## src/rtl/i2s_dac_serializer_if.sv

```systemverilog
// ---------------------------------------------------------------------------
// i2s_dac_serializer_if
//   Parallel sample hand-off from the pedal-board output into the I2S DAC
//   serializer.
//
//   Handshake: a {LDATA, RDATA} pair moves from master to slave on every Clk
//   rising edge where data_valid && data_ready are both high. The master
//   keeps LDATA/RDATA stable while data_valid is high and data_ready is low.
//   data_ready does not depend on data_valid.
//
//   Signals
//     LDATA       master->slave  WIDTH  left sample, two's complement
//     RDATA       master->slave  WIDTH  right sample, two's complement
//     data_valid  master->slave  1      LDATA/RDATA valid this cycle
//     data_ready  slave->master  1      slave can take a pair this cycle
//
//   Modports: master (sample source), slave (serializer).
// ---------------------------------------------------------------------------
interface i2s_dac_serializer_if #(
    parameter int WIDTH = 16
);
    logic [WIDTH-1:0] LDATA;
    logic [WIDTH-1:0] RDATA;
    logic             data_valid;
    logic             data_ready;

    modport master (
        output LDATA,
        output RDATA,
        output data_valid,
        input  data_ready
    );

    modport slave (
        input  LDATA,
        input  RDATA,
        input  data_valid,
        output data_ready
    );
endinterface

```

## src/rtl/i2s_dac_serializer.sv

```systemverilog
// ---------------------------------------------------------------------------
// i2s_dac_serializer
//   Transmit half of the codec audio path. Takes parallel L/R samples and
//   shifts them out MSB-first in I2S format on AUD_DACDAT. The codec is bus
//   master: AUD_BCLK and AUD_DACLRCK are asynchronous inputs oversampled in
//   the Clk domain.
//
//   Optional feature macro: I2S_UNDERRUN_HOLD_EN
//     defined   : an underrun frame replays the last transmitted {L,R}
//     undefined : an underrun frame transmits zeros (mute)
//
//   Ports
//     Clk            in   1      system clock (>= 4x BCLK)
//     Reset_n        in   1      asynchronous reset, active-low
//     smp            slave       sample handshake (LDATA, RDATA, data_valid,
//                                data_ready)
//     AUD_BCLK       in   1      codec bit clock (async)
//     AUD_DACLRCK    in   1      codec frame clock (async), low = left
//     AUD_DACDAT     out  1      serial data to codec
//     frame_start    out  1      1-Clk pulse at each left-channel start
//     underrun       out  1      1-Clk pulse: frame began with no sample held
//     underrun_count out  8      saturating underrun counter
//     fsm_state      out  2      channel FSM state (0 idle, 1 left, 2 right)
// ---------------------------------------------------------------------------
module i2s_dac_serializer #(
    parameter int WIDTH       = 16,
    parameter int SYNC_STAGES = 2
) (
    input  logic                  Clk,
    input  logic                  Reset_n,
    i2s_dac_serializer_if.slave   smp,
    input  logic                  AUD_BCLK,
    input  logic                  AUD_DACLRCK,
    output logic                  AUD_DACDAT,
    output logic                  frame_start,
    output logic                  underrun,
    output logic [7:0]            underrun_count,
    output logic [1:0]            fsm_state
);

    localparam int CNT_W = $clog2(WIDTH + 1);

    typedef enum logic [1:0] {
        ST_IDLE  = 2'd0,
        ST_LEFT  = 2'd1,
        ST_RIGHT = 2'd2
    } state_t;

    state_t state_q;
    state_t state_d;

    // ------------------------------------------------------------------
    // Codec clock synchronizers; bit 0 is the newest sample.
    // ------------------------------------------------------------------
    logic [SYNC_STAGES-1:0] bclk_sync;
    logic [SYNC_STAGES-1:0] lrck_sync;
    logic                   bclk_fall;
    logic                   lrck_fall;
    logic                   lrck_rise;

    always_ff @(posedge Clk or negedge Reset_n) begin
        if (!Reset_n) begin
            bclk_sync <= '0;
            lrck_sync <= '0;
        end else begin
            bclk_sync <= {bclk_sync[SYNC_STAGES-2:0], AUD_BCLK};
            lrck_sync <= {lrck_sync[SYNC_STAGES-2:0], AUD_DACLRCK};
        end
    end

    assign bclk_fall =  bclk_sync[SYNC_STAGES-1] & ~bclk_sync[SYNC_STAGES-2];
    assign lrck_fall =  lrck_sync[SYNC_STAGES-1] & ~lrck_sync[SYNC_STAGES-2];
    assign lrck_rise = ~lrck_sync[SYNC_STAGES-1] &  lrck_sync[SYNC_STAGES-2];

    // ------------------------------------------------------------------
    // Holding register and frame bookkeeping
    // ------------------------------------------------------------------
    logic             hold_full;
    logic [WIDTH-1:0] hold_l;
    logic [WIDTH-1:0] hold_r;
    logic [WIDTH-1:0] frame_r;
    logic [WIDTH-1:0] fill_l;
    logic [WIDTH-1:0] fill_r;
    logic [WIDTH-1:0] word_l;
    logic [WIDTH-1:0] word_r;
    logic             accept;

    assign smp.data_ready = ~hold_full;
    assign accept         = smp.data_valid & ~hold_full;

`ifdef I2S_UNDERRUN_HOLD_EN
    logic [WIDTH-1:0] last_l;
    logic [WIDTH-1:0] last_r;

    always_ff @(posedge Clk or negedge Reset_n) begin
        if (!Reset_n) begin
            last_l <= '0;
            last_r <= '0;
        end else if (lrck_fall && hold_full) begin
            last_l <= hold_l;
            last_r <= hold_r;
        end
    end

    assign fill_l = last_l;
    assign fill_r = last_r;
`else
    assign fill_l = '0;
    assign fill_r = '0;
`endif

    // Words for the frame starting at this lrck_fall.
    assign word_l = hold_full ? hold_l : fill_l;
    assign word_r = hold_full ? hold_r : fill_r;

    always_ff @(posedge Clk or negedge Reset_n) begin
        if (!Reset_n) begin
            hold_full      <= 1'b0;
            hold_l         <= '0;
            hold_r         <= '0;
            frame_r        <= '0;
            frame_start    <= 1'b0;
            underrun       <= 1'b0;
            underrun_count <= 8'd0;
        end else begin
            frame_start <= lrck_fall;
            underrun    <= lrck_fall & ~hold_full;
            if (lrck_fall) begin
                frame_r <= word_r;
                if (hold_full) begin
                    hold_full <= 1'b0;
                end else if (underrun_count != 8'hFF) begin
                    underrun_count <= underrun_count + 8'd1;
                end
            end
            // An accept coinciding with lrck_fall only happens while empty,
            // so the word waits in the holding register for the next frame.
            if (accept) begin
                hold_full <= 1'b1;
                hold_l    <= smp.LDATA;
                hold_r    <= smp.RDATA;
            end
        end
    end

    // ------------------------------------------------------------------
    // Channel FSM: state register / next state / outputs
    // ------------------------------------------------------------------
    logic load_l;
    logic load_r;
    logic shift_tick;

    always_ff @(posedge Clk or negedge Reset_n) begin
        if (!Reset_n) begin
            state_q <= ST_IDLE;
        end else begin
            state_q <= state_d;
        end
    end

    always_comb begin
        state_d = state_q;
        case (state_q)
            ST_IDLE:  if (lrck_fall) state_d = ST_LEFT;
            ST_LEFT: begin
                if (lrck_rise)      state_d = ST_RIGHT;
                else if (lrck_fall) state_d = ST_LEFT;
            end
            ST_RIGHT: if (lrck_fall) state_d = ST_LEFT;
            default:  state_d = ST_IDLE;
        endcase
    end

    // A channel edge takes priority over a coincident bclk_fall; that
    // BCLK period is the I2S one-bit delay slot.
    always_comb begin
        load_l     = lrck_fall;
        load_r     = lrck_rise && (state_q == ST_LEFT);
        shift_tick = bclk_fall && !lrck_fall && !lrck_rise && (state_q != ST_IDLE);
    end

    assign fsm_state = state_q;

    // ------------------------------------------------------------------
    // Shift register
    // ------------------------------------------------------------------
    logic [WIDTH-1:0] shift_q;
    logic [CNT_W-1:0] bit_cnt;

    always_ff @(posedge Clk or negedge Reset_n) begin
        if (!Reset_n) begin
            shift_q    <= '0;
            bit_cnt    <= '0;
            AUD_DACDAT <= 1'b0;
        end else if (load_l) begin
            shift_q <= word_l;
            bit_cnt <= CNT_W'(WIDTH);
        end else if (load_r) begin
            shift_q <= frame_r;
            bit_cnt <= CNT_W'(WIDTH);
        end else if (shift_tick) begin
            if (bit_cnt != '0) begin
                AUD_DACDAT <= shift_q[WIDTH-1];
                shift_q    <= {shift_q[WIDTH-2:0], 1'b0};
                bit_cnt    <= bit_cnt - CNT_W'(1);
            end else begin
                // Slots past the word length are padded with zeros.
                AUD_DACDAT <= 1'b0;
            end
        end
    end

endmodule
```

## src/flat_wrapper.sv

```systemverilog
// flat-port wrapper written by rule: the top's interface ports become plain ports
module i2s_dac_serializer_flat 
#(
    parameter int WIDTH       = 16,
    parameter int SYNC_STAGES = 2
)
  (Clk, Reset_n, AUD_BCLK, AUD_DACLRCK, AUD_DACDAT, frame_start, underrun, underrun_count, fsm_state, smp_LDATA, smp_RDATA, smp_data_valid, smp_data_ready);
  i2s_dac_serializer_if #(.WIDTH(WIDTH)) smp_i ();
  input  logic Clk;
  input  logic Reset_n;
  input  logic AUD_BCLK;
  input  logic AUD_DACLRCK;
  output logic AUD_DACDAT;
  output logic frame_start;
  output logic underrun;
  output logic [7:0] underrun_count;
  output logic [1:0] fsm_state;
  input wire logic [$bits(smp_i.LDATA)-1:0] smp_LDATA;
  input wire logic [$bits(smp_i.RDATA)-1:0] smp_RDATA;
  input wire logic [$bits(smp_i.data_valid)-1:0] smp_data_valid;
  output wire logic [$bits(smp_i.data_ready)-1:0] smp_data_ready;
  assign smp_i.LDATA = smp_LDATA;
  assign smp_i.RDATA = smp_RDATA;
  assign smp_i.data_valid = smp_data_valid;
  assign smp_data_ready = smp_i.data_ready;
  i2s_dac_serializer #(.WIDTH(WIDTH), .SYNC_STAGES(SYNC_STAGES)) u_core (.Clk(Clk), .Reset_n(Reset_n), .smp(smp_i), .AUD_BCLK(AUD_BCLK), .AUD_DACLRCK(AUD_DACLRCK), .AUD_DACDAT(AUD_DACDAT), .frame_start(frame_start), .underrun(underrun), .underrun_count(underrun_count), .fsm_state(fsm_state));
endmodule
```

## config.mk

```make
export PLATFORM = sky130hd
export DESIGN_NAME = i2s_dac_serializer_flat
export DESIGN_NICKNAME = d
export VERILOG_FILES = /design/src/rtl/i2s_dac_serializer_if.sv /design/src/rtl/i2s_dac_serializer.sv /design/src/flat_wrapper.sv
export SDC_FILE = /design/constraint.sdc
export NUM_CORES = 1
export LEC_CHECK = 0
export CAP_MARGIN = 40
export CORE_MARGIN = 4
export CORE_UTILIZATION = 45
export CTS_BUF_LIST = sky130_fd_sc_hd__clkbuf_8
export DETAILED_ROUTE_END_ITERATION = 16
export PLACE_DENSITY_LB_ADDON = 0.12
export SYNTH_ARGS = -nofsm -noshare
export SYNTH_HDL_FRONTEND = slang
export SYNTH_SLANG_ARGS = --single-unit
```

## constraint.sdc

```tcl
create_clock -name Clk -period 2.4 [get_ports Clk]
set_input_delay 0.24 -clock Clk [delete_from_list [all_inputs] [get_ports Clk]]
set_output_delay 0.24 -clock Clk [all_outputs]
set_load 0.01 [all_outputs]
```

* Yosys cells after proc, flatten, opt, wreduce, memory -nomap -nowiden
Cells that the tools add are included.
W data, S select, Z words.
** Word-level totals
- Bits of input ports :: 37
- Memory bits (read-only) :: 0
- Bits in writable memories :: 0
- Bits in latches :: 0
- Memories kept :: 0
- Register bits :: 87
** Operators by class
- Add/sub/neg operators :: 2
- Reduce and logical (&&, ||, !) cells :: 16
- Shift-type cells :: 0
- Eq/ne operators :: 3
- Mux-type cells :: 16
- Order comparisons :: 0
- Bitwise operators :: 11
- Divide/modulo/power cells :: 0
- $mul :: 0
** Operator list (count)
- $mux W16 :: 6
- $mux W5 :: 4
- $add A8 B1 Y8 const B :: 1
- $ne A8 B8 Y1 const B :: 1
- $not A1 Y1 :: 6
- $reduce_and A3 Y1 :: 2
- $reduce_bool A3 Y1 :: 2
- $and A1 B1 Y1 :: 5
- $reduce_bool A5 Y1 :: 1
- $sub A5 B1 Y5 const B :: 1
- $logic_and A1 B1 Y1 :: 4
- $mux W2 :: 2
- $pmux W2 S2 :: 1
- $reduce_bool A2 Y1 :: 2
- $mux W1 :: 3
- $eq A2 B1 Y1 const B :: 1
- $eq A2 B2 Y1 const B :: 1
- $logic_not A1 Y1 :: 2
- $logic_not A2 Y1 :: 1
- $reduce_and A2 Y1 :: 1
- $reduce_or A2 Y1 :: 1

* Depth between registers and ports, before layout
Gate-level depths: netlist of run 1.
- Depth after elaboration :: 9
- Depth in mapped cells :: 8
- Gate-level depth less buffers :: 6

* Least setup slack after synthesis of run 1
Ideal clock, no wire load.
- Path type :: reg-to-reg
- Start point :: register u_core.bit_cnt[0]
- End point :: register u_core.shift_q[10]
- Setup time :: 0.125 ns
- Data arrival time :: 1.879 ns
- Buffers on the path :: 2
- Stages on the path, launching flop included :: 9
- Setup slack :: 0.396 ns
- Path through :: dfrtp_1 > inv_1 > ha_1 > or4b_4 > o2111ai_4 > and2_1 > buf_6 > buf_12 > mux2_4
** Between the ends
- Word-level cells in the longest chain between the ends :: 3
** RTL lines
- start: declaration :: RTL line i2s_dac_serializer.sv:188 : logic [CNT_W-1:0] bit_cnt;
- start signal: assignment :: RTL line i2s_dac_serializer.sv:197 : bit_cnt <= CNT_W'(WIDTH);
- start signal: assignment :: RTL line i2s_dac_serializer.sv:200 : bit_cnt <= CNT_W'(WIDTH);
- start signal: assignment :: RTL line i2s_dac_serializer.sv:205 : bit_cnt <= bit_cnt - CNT_W'(1);
- $reduce_bool A5 Y1 :: RTL line i2s_dac_serializer.sv:202 : if (bit_cnt != '0) begin
- $reduce_bool A3 Y1 (no line)
- $reduce_and A2 Y1 (no line)
- end signal: assignment :: RTL line i2s_dac_serializer.sv:196 : shift_q <= word_l;
- end signal: assignment :: RTL line i2s_dac_serializer.sv:199 : shift_q <= frame_r;
- end signal: assignment :: RTL line i2s_dac_serializer.sv:204 : shift_q <= {shift_q[WIDTH-2:0], 1'b0};
- end: declaration :: RTL line i2s_dac_serializer.sv:187 : logic [WIDTH-1:0] shift_q;
Every way passes these cells.
A chain may end at the register's enable or synchronous reset.

* Final worst setup path of run 1
- Start point :: register u_core.bit_cnt[0]
- End point :: register u_core.shift_q[5]
The elaborated chain is that of the path after synthesis.

==> results of run 1 <==
==> cell usage in the layout (no fill, tap or decap), drive strengths merged, types with 2 or more instances in the layout <==
cell,synthesis,routed
a21oi,20,20
a22oi,30,30
buf,10,12
clkbuf,12,9
clkdlybuf4s50,0,49
clkinv,0,3
clkinvlp,0,2
dfrtp,87,87
ha,2,2
inv,6,7
mux2,50,50
mux2i,2,2
nand2,56,56
nand2b,3,3
nand3,19,19
nand4,2,2
nor2,3,3
nor2b,3,3
o211ai,2,2
o21a,2,2
o21ai,4,4
o31ai,2,2
or3,2,2
xnor2,2,2
==> cell families after synthesis <==
kind of cell | synth area share
fa+ha+maj | 0.00638
buf+inv | 0.0348
flops | 0.555
mux | 0.156
compound gates | 0.119
simple gates | 0.119
xor+xnor | 0.00862
==> flip-flops by register name (all words and copies together) (netlist names), 2 cells and up <==
| name | flops |
|---|---|
| u_core.hold_l | 16 |
| u_core.fsm_state | 2 |
| u_core.shift_q | 16 |
| u_core.frame_r | 16 |
| u_core.lrck_sync | 2 |
| u_core.hold_r | 16 |
| u_core.underrun_count | 8 |
| u_core.bit_cnt | 5 |
| u_core.bclk_sync | 2 |
==> area by class of cell <==
cell class / instances / area (um^2) / area share
Timing Repair Buffer: 62 / 616 / 0.130
Tap cell: 105 / 131 / 0.0276
Sequential cell: 87 / 2180 / 0.458
Clock inverter: 7 / 72.6 / 0.0153
Clock buffer: 9 / 124 / 0.0261
Multi-Input combinational cell: 220 / 1610 / 0.339
Inverter: 6 / 22.5 / 0.00474
==> worst paths after layout <==
| kind | start | endpoint | slack, ns | cells past startpoint |
|---|---|---|---|---|
| setup / recovery | u_core.bit_cnt[0] | u_core.shift_q[5] | 0.27 | 7 |
| hold / removal | AUD_BCLK | u_core.bclk_sync[0] | 0.31 | 1 |
| hold reg to reg | u_core.bclk_sync[0] | u_core.bclk_sync[1] | 0.39 | 0 |
| setup reg to reg | u_core.bit_cnt[0] | u_core.shift_q[5] | 0.27 | 7 |
| max in group asynchronous | Reset_n | u_core.frame_r[6] | 1.32 | 3 |
| min in group asynchronous | Reset_n | u_core.AUD_DACDAT | 0.44 | 2 |
==> metal layers <==
metal  share of wire  vias up
li1                -     1304
met1            0.50     1298
met2            0.44       53
met3           0.052        8
met4          0.0087        0
met5               0        -
==> power groups by stage <==
| stage | Sequential, uW | Combinational [uW] | Clock, uW |
|---|---|---|---|
| 5_1_grt | 2410 | 1430 | 1120 |
| 2_1_floorplan | 2270 | 896 | 0 |
| 4_1_cts | 2340 | 1300 | 1050 |
| 6_report | 2330 | 1280 | 1020 |
| 3_5_place_dp | 2360 | 1290 | 0 |
| 3_3_place_gp | 2340 | 1250 | 0 |
==> stage by stage <==
step	setup slack (ns)	std cells	hold WS, ns	utilization	area (um^2)
2_1_floorplan	0.396	335	-0.0556	-	3920
3_3_place_gp	0.359	478	0.297	0.544	4540
3_5_place_dp	0.265	479	0.306	0.545	4550
4_1_cts	0.267	496	0.298	0.570	4750
5_1_grt	0.167	496	0.310	0.570	4750
6_report	0.274	496	0.314	0.570	4750
==> worst max-delay path, stage by stage, from the launching register on <==
cell and delay (ns):
dfrtp_1 0.41, inv_1 0.07, ha_1 0.17, or4b_4 0.49, o2111ai_4 0.12, and2_1 0.25, buf_12 0.18, mux2_1 0.33
==> results.py, run 1 <==
metrics = {
    "pwr": {
        "p_clk_frac": 0.220,
        "p_int_uw": 3180,
        "p_leak_uw": 0.00212,
        "switching_power_uw": 1440,
        "seq_power_share": 0.504,
        "p_comb_frac": 0.276,
        "power-per-cell-area_nw_per_um2": 974,
        "peakVddDrop_mv": 0.493,
        "total_power_uw": 4630,
        "power.share.switching": 0.312,
    },
    "sta": {
        "setup_tns_ns": 0,
        "fmax_mhz": 470,
        "hold_viol_final": 0,
        "period_minus_slack_ns": 2.13,
        "tightest_slew_ns": 0.655,
        "relSlewSlack": 0.563,
        "fin_skew_ns": 0.00974,
        "rsz0062_at_grt": "no",
        "min_period_over_period": 0.886,
        "setup_viol": 0,
        "slew_viol_final": 0,
    },
    "drt": {
        "dr.first_iter.drc_count": 128,
        "post_drt_wl_per_cell_um": 15.6,
        "postRouteAntennaNets": 0,
        "drc_errors": 0,
        "drtPass1Iterations": 5,
        "wl_mm": 7.73,
        "vias_per_cell": 5.37,
        "dr_total_vias": 2663,
    },
    "yosys": {
        "async_flop_share": 1.00,
        "yosysMostFrequentCell": "dfrtp_1",
        "synthDistinctLibCells": 44,
        "synth_area_leaders": "dfrtp_1 (56%), mux2_2 (9.2%), a22oi_1 (5.7%)",
        "mappedNetlistArea_um2": 3920,
        "syn-num-nets": 374,
        "syn_inst": 335,
        "syn_avg_cell_area_um2": 11.7,
        "yosys_most_used_dff": "dfrtp_1",
        "yosys-top-cells-count": "dfrtp_1 (87), nand2_1 (56), mux2_2 (32), a22oi_1 (30), a21oi_1 (20)",
        "synth.top_cell.area_share": 0.555,
        "synth_warnings": 0,
        "synth_largest_area_cell": "dfrtp_1",
        "seq_area_frac_synth": 0.555,
        "ys_ff_latch": 87,
        "synth_edf_count": 0,
    },
    "clock_network": {
        "post_cts_buffers": 0,
        "clkTransAtPathRegs_ns": 0.09,
        "cts_tree": "built",
        "postCtsResizedCells": 0,
        "root_buffer": "clkbuf_8",
        "cts_sinks": 87,
        "cts_buffer_depth": 2,
        "hold_buffers": 1,
        "clock_latency_ns": 0.36,
        "htree_levels": 3,
        "cts_buffers": 9,
    },
    "setup_path": {
        "cp.required_ns": 2.65,
        "worst_setup_path_start_kind": "flip-flop",
        "cp_max_fo": 16,
        "critPathKind": "reg -> reg",
        "arrival_ns": 2.37,
        "end_kind": "flip-flop",
    },
    "outcome": {
        "status": "complete, no violations",
    },
    "grt": {
        "met3_usage": 0.0517,
        "antenna_found_initial": 0,
        "grt_max_degree": 47,
        "first_global_vias": 2593,
        "grt_use_total": 0.164,
        "use_met2": 0.236,
        "overflow": 0,
        "grt_pass1_wl_mm": 13.2,
        "grt_use_met1": 0.240,
        "top_usage_layer": "met1",
    },
    "floorplanning": {
        "num_rows": 33,
        "start_util": 0.470,
        "dieWidth_um": 101,
        "core-area_um2": 8340,
        "die_area_um2": 10300,
        "die_h_um": 101,
        "io_pins": 51,
    },
    "cells_and_area": {
        "nFillCells": 721,
        "final_layout_size_suffix_gt1_frac": 0.194,
        "nets": 425,
        "area_growth_pct": 21.2,
        "antenna_cells": 0,
    },
    "place": {
        "dp.final_hpwl_mm": 5.36,
        "gp_congestion": 0.777,
        "io_buffers": 50,
    },
    "flow_run": {
        "drv_cap": 0,
    },
    "worst_hold_path": {
        "worstHoldPathType": "in -> reg",
    },
}
Note: power is estimated with default switching activity, not from simulation.
==> run 2, diff against run 1 <==
--- a/config.mk
+++ b/config.mk
@@ -10,7 +10,8 @@
 export CORE_UTILIZATION = 45
 export CTS_BUF_LIST = sky130_fd_sc_hd__clkbuf_8
 export DETAILED_ROUTE_END_ITERATION = 16
-export PLACE_DENSITY_LB_ADDON = 0.12
+export DONT_BUFFER_PORTS = 1
+export PLACE_DENSITY = 0.56
 export SYNTH_ARGS = -nofsm -noshare
 export SYNTH_HDL_FRONTEND = slang
 export SYNTH_SLANG_ARGS = --single-unit
==> run 2 against run 1 <==
Setup slack improved by 0.031 ns; final cell count shrank 9.7%; die area is the same; largest cell class unchanged; critical endpoint is now u_core.shift_q[2]; sequential cell count unchanged; power fell by 5.7%; highest routed layer unchanged; worst hold slack worse by 0.29 ns; via count fell by 8.3%; largest power group unchanged; maximum frequency rose by 1.5%.
==> results.py, run 2 (synthesis gave the netlist of run 1 again) <==
metrics = {
    "floorplanning": {
        "start_util": 0.470,
        "io_pins": 51,
        "dieWidth_um": 101,
        "num_rows": 33,
        "die_h_um": 101,
        "die_area_um2": 10300,
        "core-area_um2": 8340,
    },
    "cells_and_area": {
        "antenna_cells": 0,
        "regArea_um2": 2180,
        "multi_input_area_um2": 1620,
        "area_growth_pct": 9.03,
        "layout_commonest_cell": "dfrtp_1",
        "layout_common_cells": "dfrtp_1 (87), nand2_1 (56), mux2_2 (32)",
        "nets": 377,
        "final_layout_size_suffix_gt1_frac": 0.219,
        "nFillCells": 759,
    },
    "setup_path": {
        "cp_max_fo": 17,
        "critPathKind": "reg -> reg",
        "cp.required_ns": 2.63,
        "worst_setup_path_start_kind": "flip-flop",
        "worstRegToRegCells": 7,
        "arrival_ns": 2.32,
        "end_kind": "flip-flop",
    },
    "clock_network": {
        "postCtsResizedCells": 0,
        "cts_buffer_depth": 2,
        "root_buffer": "clkbuf_8",
        "clock_latency_ns": 0.35,
        "cts_buffers": 9,
        "cts_tree": "built",
        "clkTransAtPathRegs_ns": 0.09,
        "htree_levels": 3,
        "cts_sinks": 87,
    },
    "drt": {
        "vias_per_cell": 5.45,
        "drc_errors": 0,
        "dr_total_vias": 2443,
        "drtPass1Iterations": 4,
        "dr.first_iter.drc_count": 132,
        "postRouteAntennaNets": 0,
        "post_drt_wl_per_cell_um": 16.8,
        "wl_mm": 7.54,
    },
    "place": {
        "gp_congestion": 0.699,
        "io_buffers": 0,
        "dp.final_hpwl_mm": 5.07,
        "pre_cts_ws_ns": 0.307,
    },
    "sta": {
        "setup_tns_ns": 0,
        "setup_viol": 0,
        "relSlewSlack": 0.588,
        "worst_hold_slack_ns": 0.0280,
        "fin_skew_ns": 0.0113,
        "slew_viol_final": 0,
        "hold_viol_final": 0,
        "period_minus_slack_ns": 2.09,
        "fin_ws_ns": 0.305,
        "fmax_mhz": 477,
        "rsz0062_at_grt": "no",
        "min_period_over_period": 0.873,
        "tightest_slew_ns": 0.617,
    },
    "outcome": {
        "status": "complete, no violations",
    },
    "grt": {
        "overflow": 0,
        "antenna_found_initial": 0,
        "grt_max_degree": 88,
        "grt_use_total": 0.157,
        "grt_pass1_wl_mm": 12.6,
        "first_global_vias": 2528,
    },
    "pwr": {
        "power-per-cell-area_nw_per_um2": 1020,
        "p_leak_uw": 0.00193,
        "peakVddDrop_mv": 0.509,
        "total_power_uw": 4370,
    },
    "worst_hold_path": {
        "min_path_cells": 1,
        "worstHoldPathType": "in -> reg",
    },
    "flow_run": {
        "drv_cap": 0,
    },
}
run 2: cell types whose count changed in the layout (fill, tap and decap cells not counted):
cell             change
dlygate4sd3_1        +2
clkdlybuf4s50_1     -49
bufinv_16            -1
nor2b_2              -1
nor2b_4              +1
buf_16               +1
clkinv_2             +1
buf_4                -2
run 2: area by class of cell:
cell class,instances,share of cell area
timing repair buffer,14,0.0369
clock buffer,9,0.0290
tap,105,0.0307
clock inverter,7,0.0111
sequential,87,0.509
inverter,6,0.00527
multi-input combinational,220,0.378
run 2: repair_timing:
item / CTS / global route
hold buffers: 4 / 0
endpoints found under the hold margin: 89 / 0
buffers inserted: 0 / 0
run 2: metrics by stage:
stage | std cells | area, um^2 | util
final | 448 | 4280 | 0.513
after global routing | 448 | 4280 | 0.513
after CTS | 448 | 4280 | 0.513
after detailed placement | 428 | 4050 | 0.485
after global placement | 427 | 4040 | 0.484
after floorplan | 335 | 3920 | -
run 2: worst paths after layout:
check                                    start                  end  slack (ns)
hold reg to reg            u_core.bclk_sync[0]  u_core.bclk_sync[1]        0.40
max in group asynchronous              Reset_n    u_core.bit_cnt[3]        1.61
setup reg to reg             u_core.bit_cnt[0]    u_core.shift_q[2]        0.31
hold / removal                    smp_RDATA[8]     u_core.hold_r[8]        0.03
setup / recovery             u_core.bit_cnt[0]    u_core.shift_q[2]        0.31
min in group asynchronous              Reset_n  u_core.bclk_sync[1]        0.44
run 2: routing by layer:
layer  vias up  GRT usage  wire length (um)
li1       1206          -                 -
met2        45      0.216              3230
met4         0     0.0644                72
met3         6     0.0427               350
met1      1186      0.232              3880
met5         -          0                 0
run 2: report_power, final:
| part | total [uW] | leakage, uW | switching (uW) | internal, uW |
|---|---|---|---|---|
| Combinational | 1080 | 0.000786 | 477 | 605 |
| Clock | 905 | 0.0000854 | 529 | 376 |
| Sequential | 2380 | 0.00106 | 419 | 1960 |
run 2: critical path, cell delays in order, from the launching register on:
cell and delay (ns):
dfrtp_1 0.41, inv_1 0.07, ha_1 0.16, or4b_4 0.49, o2111ai_4 0.12, and2_1 0.22
buf_12 0.18, mux2_1 0.33
